$ cat src/rtl/mandel_axis_packer.sv
// Mandelbrot raster sink: maps iteration counts to RGB, buffers pixels in a small FIFO,
// and emits an AXI4-Stream video stream with SOF/EOL sideband and a raster-order check.
module mandel_axis_packer #(
    parameter int H_RES      = 1024,
    parameter int V_RES      = 768,
    parameter int ITER_W     = 8,
    parameter int MAX_ITER   = 255,
    parameter int FIFO_DEPTH = 4
) (
    input  logic              aclk,
    input  logic              aresetn,
    input  logic              pix_valid,
    output logic              pix_ready,
    input  logic [9:0]        pix_x,
    input  logic [9:0]        pix_y,
    input  logic [ITER_W-1:0] pix_iter,
    output logic [23:0]       m_axis_tdata,
    output logic              m_axis_tvalid,
    input  logic              m_axis_tready,
    output logic              m_axis_tuser,
    output logic              m_axis_tlast,
    output logic              frame_done,
    output logic              seq_err
);

    localparam int          AW     = $clog2(FIFO_DEPTH);
    localparam logic [10:0] X_RES  = 11'(H_RES);
    localparam logic [10:0] Y_RES  = 11'(V_RES);
    localparam logic [10:0] X_LAST = 11'(H_RES - 1);
    localparam logic [10:0] Y_LAST = 11'(V_RES - 1);

    // entry layout: {eof, tuser, tlast, tdata[23:0]}
    logic [26:0]   mem [FIFO_DEPTH];
    logic [26:0]   head;
    logic [26:0]   entry;
    logic [AW:0]   wptr, rptr, wptr_n, rptr_n;
    logic          empty, full_n, push, pop;
    logic [7:0]    c;
    logic [23:0]   rgb;
    logic          x_in, y_in, x_last, y_last, mismatch;
    logic          tuser_in, tlast_in, eof_in;
    logic [9:0]    ex, ey, ex_n, ey_n;

    generate
        if (ITER_W >= 8) begin : g_iter_wide
            assign c = pix_iter[ITER_W-1 -: 8];
        end else begin : g_iter_narrow
            assign c = {pix_iter, {(8-ITER_W){1'b0}}};
        end
    endgenerate

    always_comb begin
        rgb      = '0;
        if (pix_iter != ITER_W'(MAX_ITER)) begin
            rgb = {c, c[3:0], c[7:4], ~c};
        end
        x_in     = {1'b0, pix_x} < X_RES;
        y_in     = {1'b0, pix_y} < Y_RES;
        x_last   = {1'b0, pix_x} >= X_LAST;
        y_last   = {1'b0, pix_y} >= Y_LAST;
        tuser_in = (pix_x == '0) && (pix_y == '0);
        tlast_in = {1'b0, pix_x} == X_LAST;
        eof_in   = tlast_in && ({1'b0, pix_y} == Y_LAST);
        entry    = {eof_in, tuser_in, tlast_in, rgb};
        mismatch = (pix_x != ex) || (pix_y != ey) || !x_in || !y_in;
    end

    // Successor of the received coordinate; out-of-range values fold back into the raster.
    always_comb begin
        ex_n = '0;
        ey_n = '0;
        if (!y_in) begin
            ex_n = '0;
            ey_n = '0;
        end else if (x_last) begin
            ex_n = '0;
            ey_n = y_last ? '0 : pix_y + 10'd1;
        end else begin
            ex_n = pix_x + 10'd1;
            ey_n = pix_y;
        end
    end

    assign empty  = (wptr == rptr);
    assign push   = pix_valid & pix_ready;
    assign pop    = m_axis_tvalid & m_axis_tready;
    assign wptr_n = wptr + {{AW{1'b0}}, push};
    assign rptr_n = rptr + {{AW{1'b0}}, pop};
    assign full_n = (wptr_n[AW] != rptr_n[AW]) && (wptr_n[AW-1:0] == rptr_n[AW-1:0]);
    assign head   = mem[rptr[AW-1:0]];

    always_ff @(posedge aclk) begin
        if (push) begin
            mem[wptr[AW-1:0]] <= entry;
        end
    end

    // pix_ready is the registered not-full of the next state, so tready never reaches it combinationally.
    always_ff @(posedge aclk) begin
        if (!aresetn) begin
            wptr       <= '0;
            rptr       <= '0;
            pix_ready  <= 1'b0;
            frame_done <= 1'b0;
            seq_err    <= 1'b0;
            ex         <= '0;
            ey         <= '0;
        end else begin
            wptr       <= wptr_n;
            rptr       <= rptr_n;
            pix_ready  <= !full_n;
            frame_done <= pop & head[26];
            if (push) begin
                ex <= ex_n;
                ey <= ey_n;
                if (mismatch) begin
                    seq_err <= 1'b1;
                end
            end
        end
    end

    assign m_axis_tvalid = !empty;
    assign m_axis_tdata  = empty ? '0 : head[23:0];
    assign m_axis_tuser  = !empty & head[25];
    assign m_axis_tlast  = !empty & head[24];

endmodule

$ cat config.mk
export PLATFORM = sky130hd
export DESIGN_NAME = mandel_axis_packer
export DESIGN_NICKNAME = d
export VERILOG_FILES = /design/src/rtl/mandel_axis_packer.sv
export SDC_FILE = /design/constraint.sdc
export NUM_CORES = 1
export LEC_CHECK = 0
export BUFFER_PORTS_ARGS = -buffer_cell sky130_fd_sc_hd__buf_2
export CAP_MARGIN = 25
export CORE_MARGIN = 1
export CORE_UTILIZATION = 58
export CTS_BUF_LIST = sky130_fd_sc_hd__clkbuf_4 sky130_fd_sc_hd__clkbuf_8
export DETAILED_ROUTE_END_ITERATION = 8
export PLACE_DENSITY_LB_ADDON = 0.12
export SYNTH_ARGS = -nofsm -noshare
export SYNTH_HDL_FRONTEND = slang
export SYNTH_SLANG_ARGS = --single-unit
$ cat constraint.sdc
create_clock -name aclk -period 8.6 [get_ports aclk]
set_input_delay 2.58 -clock aclk [delete_from_list [all_inputs] [get_ports aclk]]
set_output_delay 2.58 -clock aclk [all_outputs]
set_load 0.01 [all_outputs]
==> results.sh <==
export IMPL_detail_route_antenna_nets=0
export IMPL_power_density_nw_per_um2=193.8
export IMPL_cp_max_fo=13
export IMPL_fin_hold_ws_ns=0.4774
export IMPL_worstSetupEndpointType="output port"
export IMPL_worstPathRequired_ns=6.02
export IMPL_dieArea_sq_um=8826
export IMPL_syn_inst=381
export IMPL_hold_violations=0
export IMPL_slowest_delay_ns=0.72
export IMPL_final_util=0.6654
export IMPL_finalWirelength_microns=9508
export IMPL_fin_nets=469
export IMPL_synthDistinctLibCells=43
export IMPL_clock_fmax_mhz=203.7
export IMPL_numCtsBuffers=9
export IMPL_cp_start_kind="flop"
export IMPL_drtIter0Drc=145
export IMPL_r2r_slack_ns=6.08
export IMPL_synth_nets=421
export IMPL_min_path_type="flop to flop"
export IMPL_hold_path_endpoint="ey[2]"
export IMPL_fill_cells=628
export IMPL_worstMarginPinSlew_ns=0.9932
export IMPL_skew_ns=0.009091
export IMPL_grt_max_degree=23
export IMPL_drt_pass1_iter_count=4
export IMPL_status="finished clean"
export IMPL_grt_pass1_vias=3028
export IMPL_design_core_area_sq_um=8217
export IMPL_multi_input_area_sq_um=1827
export IMPL_antenna_cells=0
export IMPL_power_leakage_nw=1.994
export IMPL_cp_arrival_ns=2.33
export IMPL_die_y_microns=93.95
export IMPL_crit_type="flop to output port"
export IMPL_cts_hold_buf=0
export IMPL_p_total_mw=1.060
export IMPL_hold_depth=2
export IMPL_cp_num_buf_inv=2
export IMPL_areaGrowthSynthToFinish_pct=11.51
export IMPL_wl_per_cell_microns=17.64
export IMPL_grt_usage=0.2301
export IMPL_cts_resized=0
export IMPL_clk_latency_ns=0.37
export IMPL_grt_first_pass_wirelength_microns=14990
export IMPL_synth_edf_count=76
export IMPL_start_util=0.5968
export IMPL_die_w_microns=93.95
export IMPL_ys_seq_area_frac=0.5838
export IMPL_grt_antenna_before_repair=0
export IMPL_fin_tns_setup_ns=0
export IMPL_reg2reg_depth=9
export IMPL_peakVddDrop_mv=0.07894
export IMPL_timing_rr_end="pix_ready"
export IMPL_slew_limit_headroom=0.3379
export IMPL_seq_area_sq_um=2863
export IMPL_cp_startpoint="rptr[0]"
export IMPL_finalCriticalPeriod_ns=4.908
export IMPL_htreeDepth=3
export IMPL_cts_sinks=105
export IMPL_maxCapViolCount=0
export IMPL_drive_gt1_frac=0.2488
export IMPL_drc=0
export IMPL_cts_path_max_buffers=2
export IMPL_ys_async_sr_fraction=0
export IMPL_postCtsSetupBuffers=0
export IMPL_cp_cell_sequence="buf_4, mux4_2, nor2b_1, buf_2"
export IMPL_ys_flop_type="edfxtp_1"
export IMPL_synth_area_per_cell_sq_um=12.87
export IMPL_rsz0062_at_grt="false"
export IMPL_hold_start="ey[2]"
export IMPL_viasPerCell=5.892
export IMPL_cpLargestDelayFamily="flip-flops"
export IMPL_critPathSlowestCell="dfxtp_1"
export IMPL_via_count=3176
export IMPL_tritoncts="done"
export IMPL_finalCritPeriodShare=0.5707
export IMPL_globalRoute_totalOverflow=0
export IMPL_num_rows=33
export IMPL_io_buffers=61
export IMPL_drv_slew=0
export IMPL_io_pins=62
export IMPL_finalSetupViolCount=0
export IMPL_yosys_register_bits=105
export IMPL_dp_hpwl_microns=6613
export IMPL_ys_warn_count=0
export IMPL_path_clk_slew_ns=0.10
export IMPL_r2r_start="rptr[0]"
export IMPL_routabilityCongestion=0.9089
export IMPL_cts_root_buf="clkbuf_8"
export IMPL_synth_area_sq_um=4903
==> cells in the mapped netlist (2+ instances only) <==
library cell / n / area, sq um
a22oi_1: 4 / 30.03
nor3_1: 6 / 30.03
nand2b_1: 2 / 12.51
o21ai_0: 13 / 65.06
clkbuf_1: 14 / 52.55
nand4_1: 12 / 75.07
nor4b_1: 2 / 17.52
o211ai_1: 3 / 22.52
buf_2: 5 / 25.02
a32oi_1: 6 / 52.55
mux4_2: 19 / 427.9
and3_1: 4 / 25.02
dfxtp_1: 29 / 580.6
buf_4: 10 / 75.07
nand2_1: 24 / 90.09
a21oi_1: 3 / 15.01
o31ai_1: 2 / 15.01
inv_1: 19 / 71.32
ha_1: 8 / 100.1
edfxtp_1: 76 / 2282
xnor2_1: 19 / 166.4
and4_1: 3 / 26.28
and2_1: 5 / 31.28
nor4_1: 8 / 50.05
a21boi_0: 3 / 22.52
nor2b_1: 26 / 162.7
nor2_1: 13 / 48.80
xor2_1: 15 / 131.4
or3_1: 2 / 12.51
nand3_1: 10 / 50.05
a31oi_1: 2 / 12.51
or4_1: 3 / 22.52
==> how the worst max path moves through the flow <==
stage	depth (start not counted)	slack, ns	endpoint
floorplan	3	3.82	mem[2][0]
global placement	4	4.05	m_axis_tdata[10]
detailed placement	4	4.00	mem[3][1]
CTS	4	3.63	m_axis_tdata[6]
global route	4	3.51	m_axis_tdata[12]
finish	4	3.69	m_axis_tdata[6]
==> layout by cell type, fill, tap and decap left out, drive strengths merged, types with 13 or more instances in the layout <==
cell    instances
edfxtp         76
buf            67
dfxtp          29
nor2b          26
nand2          24
inv            21
mux4           19
xnor2          19
xor2           15
o21ai          14
nor2           13
nand4          13
==> per-stage QoR <==
| stage | area [sq um] | cells | worst slack (ns) |
|---|---|---|---|
| after global routing | 5468 | 539 | 3.514 |
| after detailed placement | 5235 | 522 | 4.003 |
| after global placement | 5235 | 522 | 4.048 |
| after CTS | 5440 | 538 | 3.629 |
| after floorplan | 4903 | 381 | 3.823 |
| final | 5468 | 539 | 3.692 |
==> power by group <==
part / switching (mW) / total, mW / internal (mW)
Clock: 0.170 / 0.312 / 0.141
Sequential: 0.0113 / 0.567 / 0.555
Combinational: 0.0979 / 0.181 / 0.0832
==> state kept, by name, indices dropped and copies added, names as in the netlist <==
register    flops
mem            76
ex             10
ey             10
rptr            3
wptr            3
frame_done      1
pix_ready       1
seq_err         1
==> worst register-to-register path: stages (launching register included) <==
cell,delay (ns)
dfxtp_1,0.72
xor2_1,0.19
nor3_2,0.14
buf_4,0.27
nor2b_1,0.10
ha_1,0.20
ha_1,0.19
xnor2_1,0.23
xnor2_1,0.09
o31a_1,0.30
==> layer usage <==
metal | global-route usage | part of all wire
met1 | 0.2838 | 0.43
met2 | 0.4088 | 0.51
met3 | 0.02913 | 0.044
met4 | 0.09231 | 0.018
met5 | 0 | 0
==> cell families after synthesis <==
group	count (synthesis)	share of synthesized area
compound gates	42	0.05741
xor+xnor	34	0.06073
fa+ha+maj	8	0.02041
buf+inv	49	0.04669
flops	105	0.5838
mux	19	0.08727
simple gates	124	0.1437
==> cell type report <==
class                           count  share of cell area
Clock buffer                       10             0.02403
Clock inverter                      6             0.01350
Inverter                           19             0.01304
Multi-Input combinational cell    227              0.3341
Sequential cell                   105              0.5236
Tap cell                          105             0.02403
Timing Repair Buffer               67             0.06773
Power figures use the tool's default switching activity.
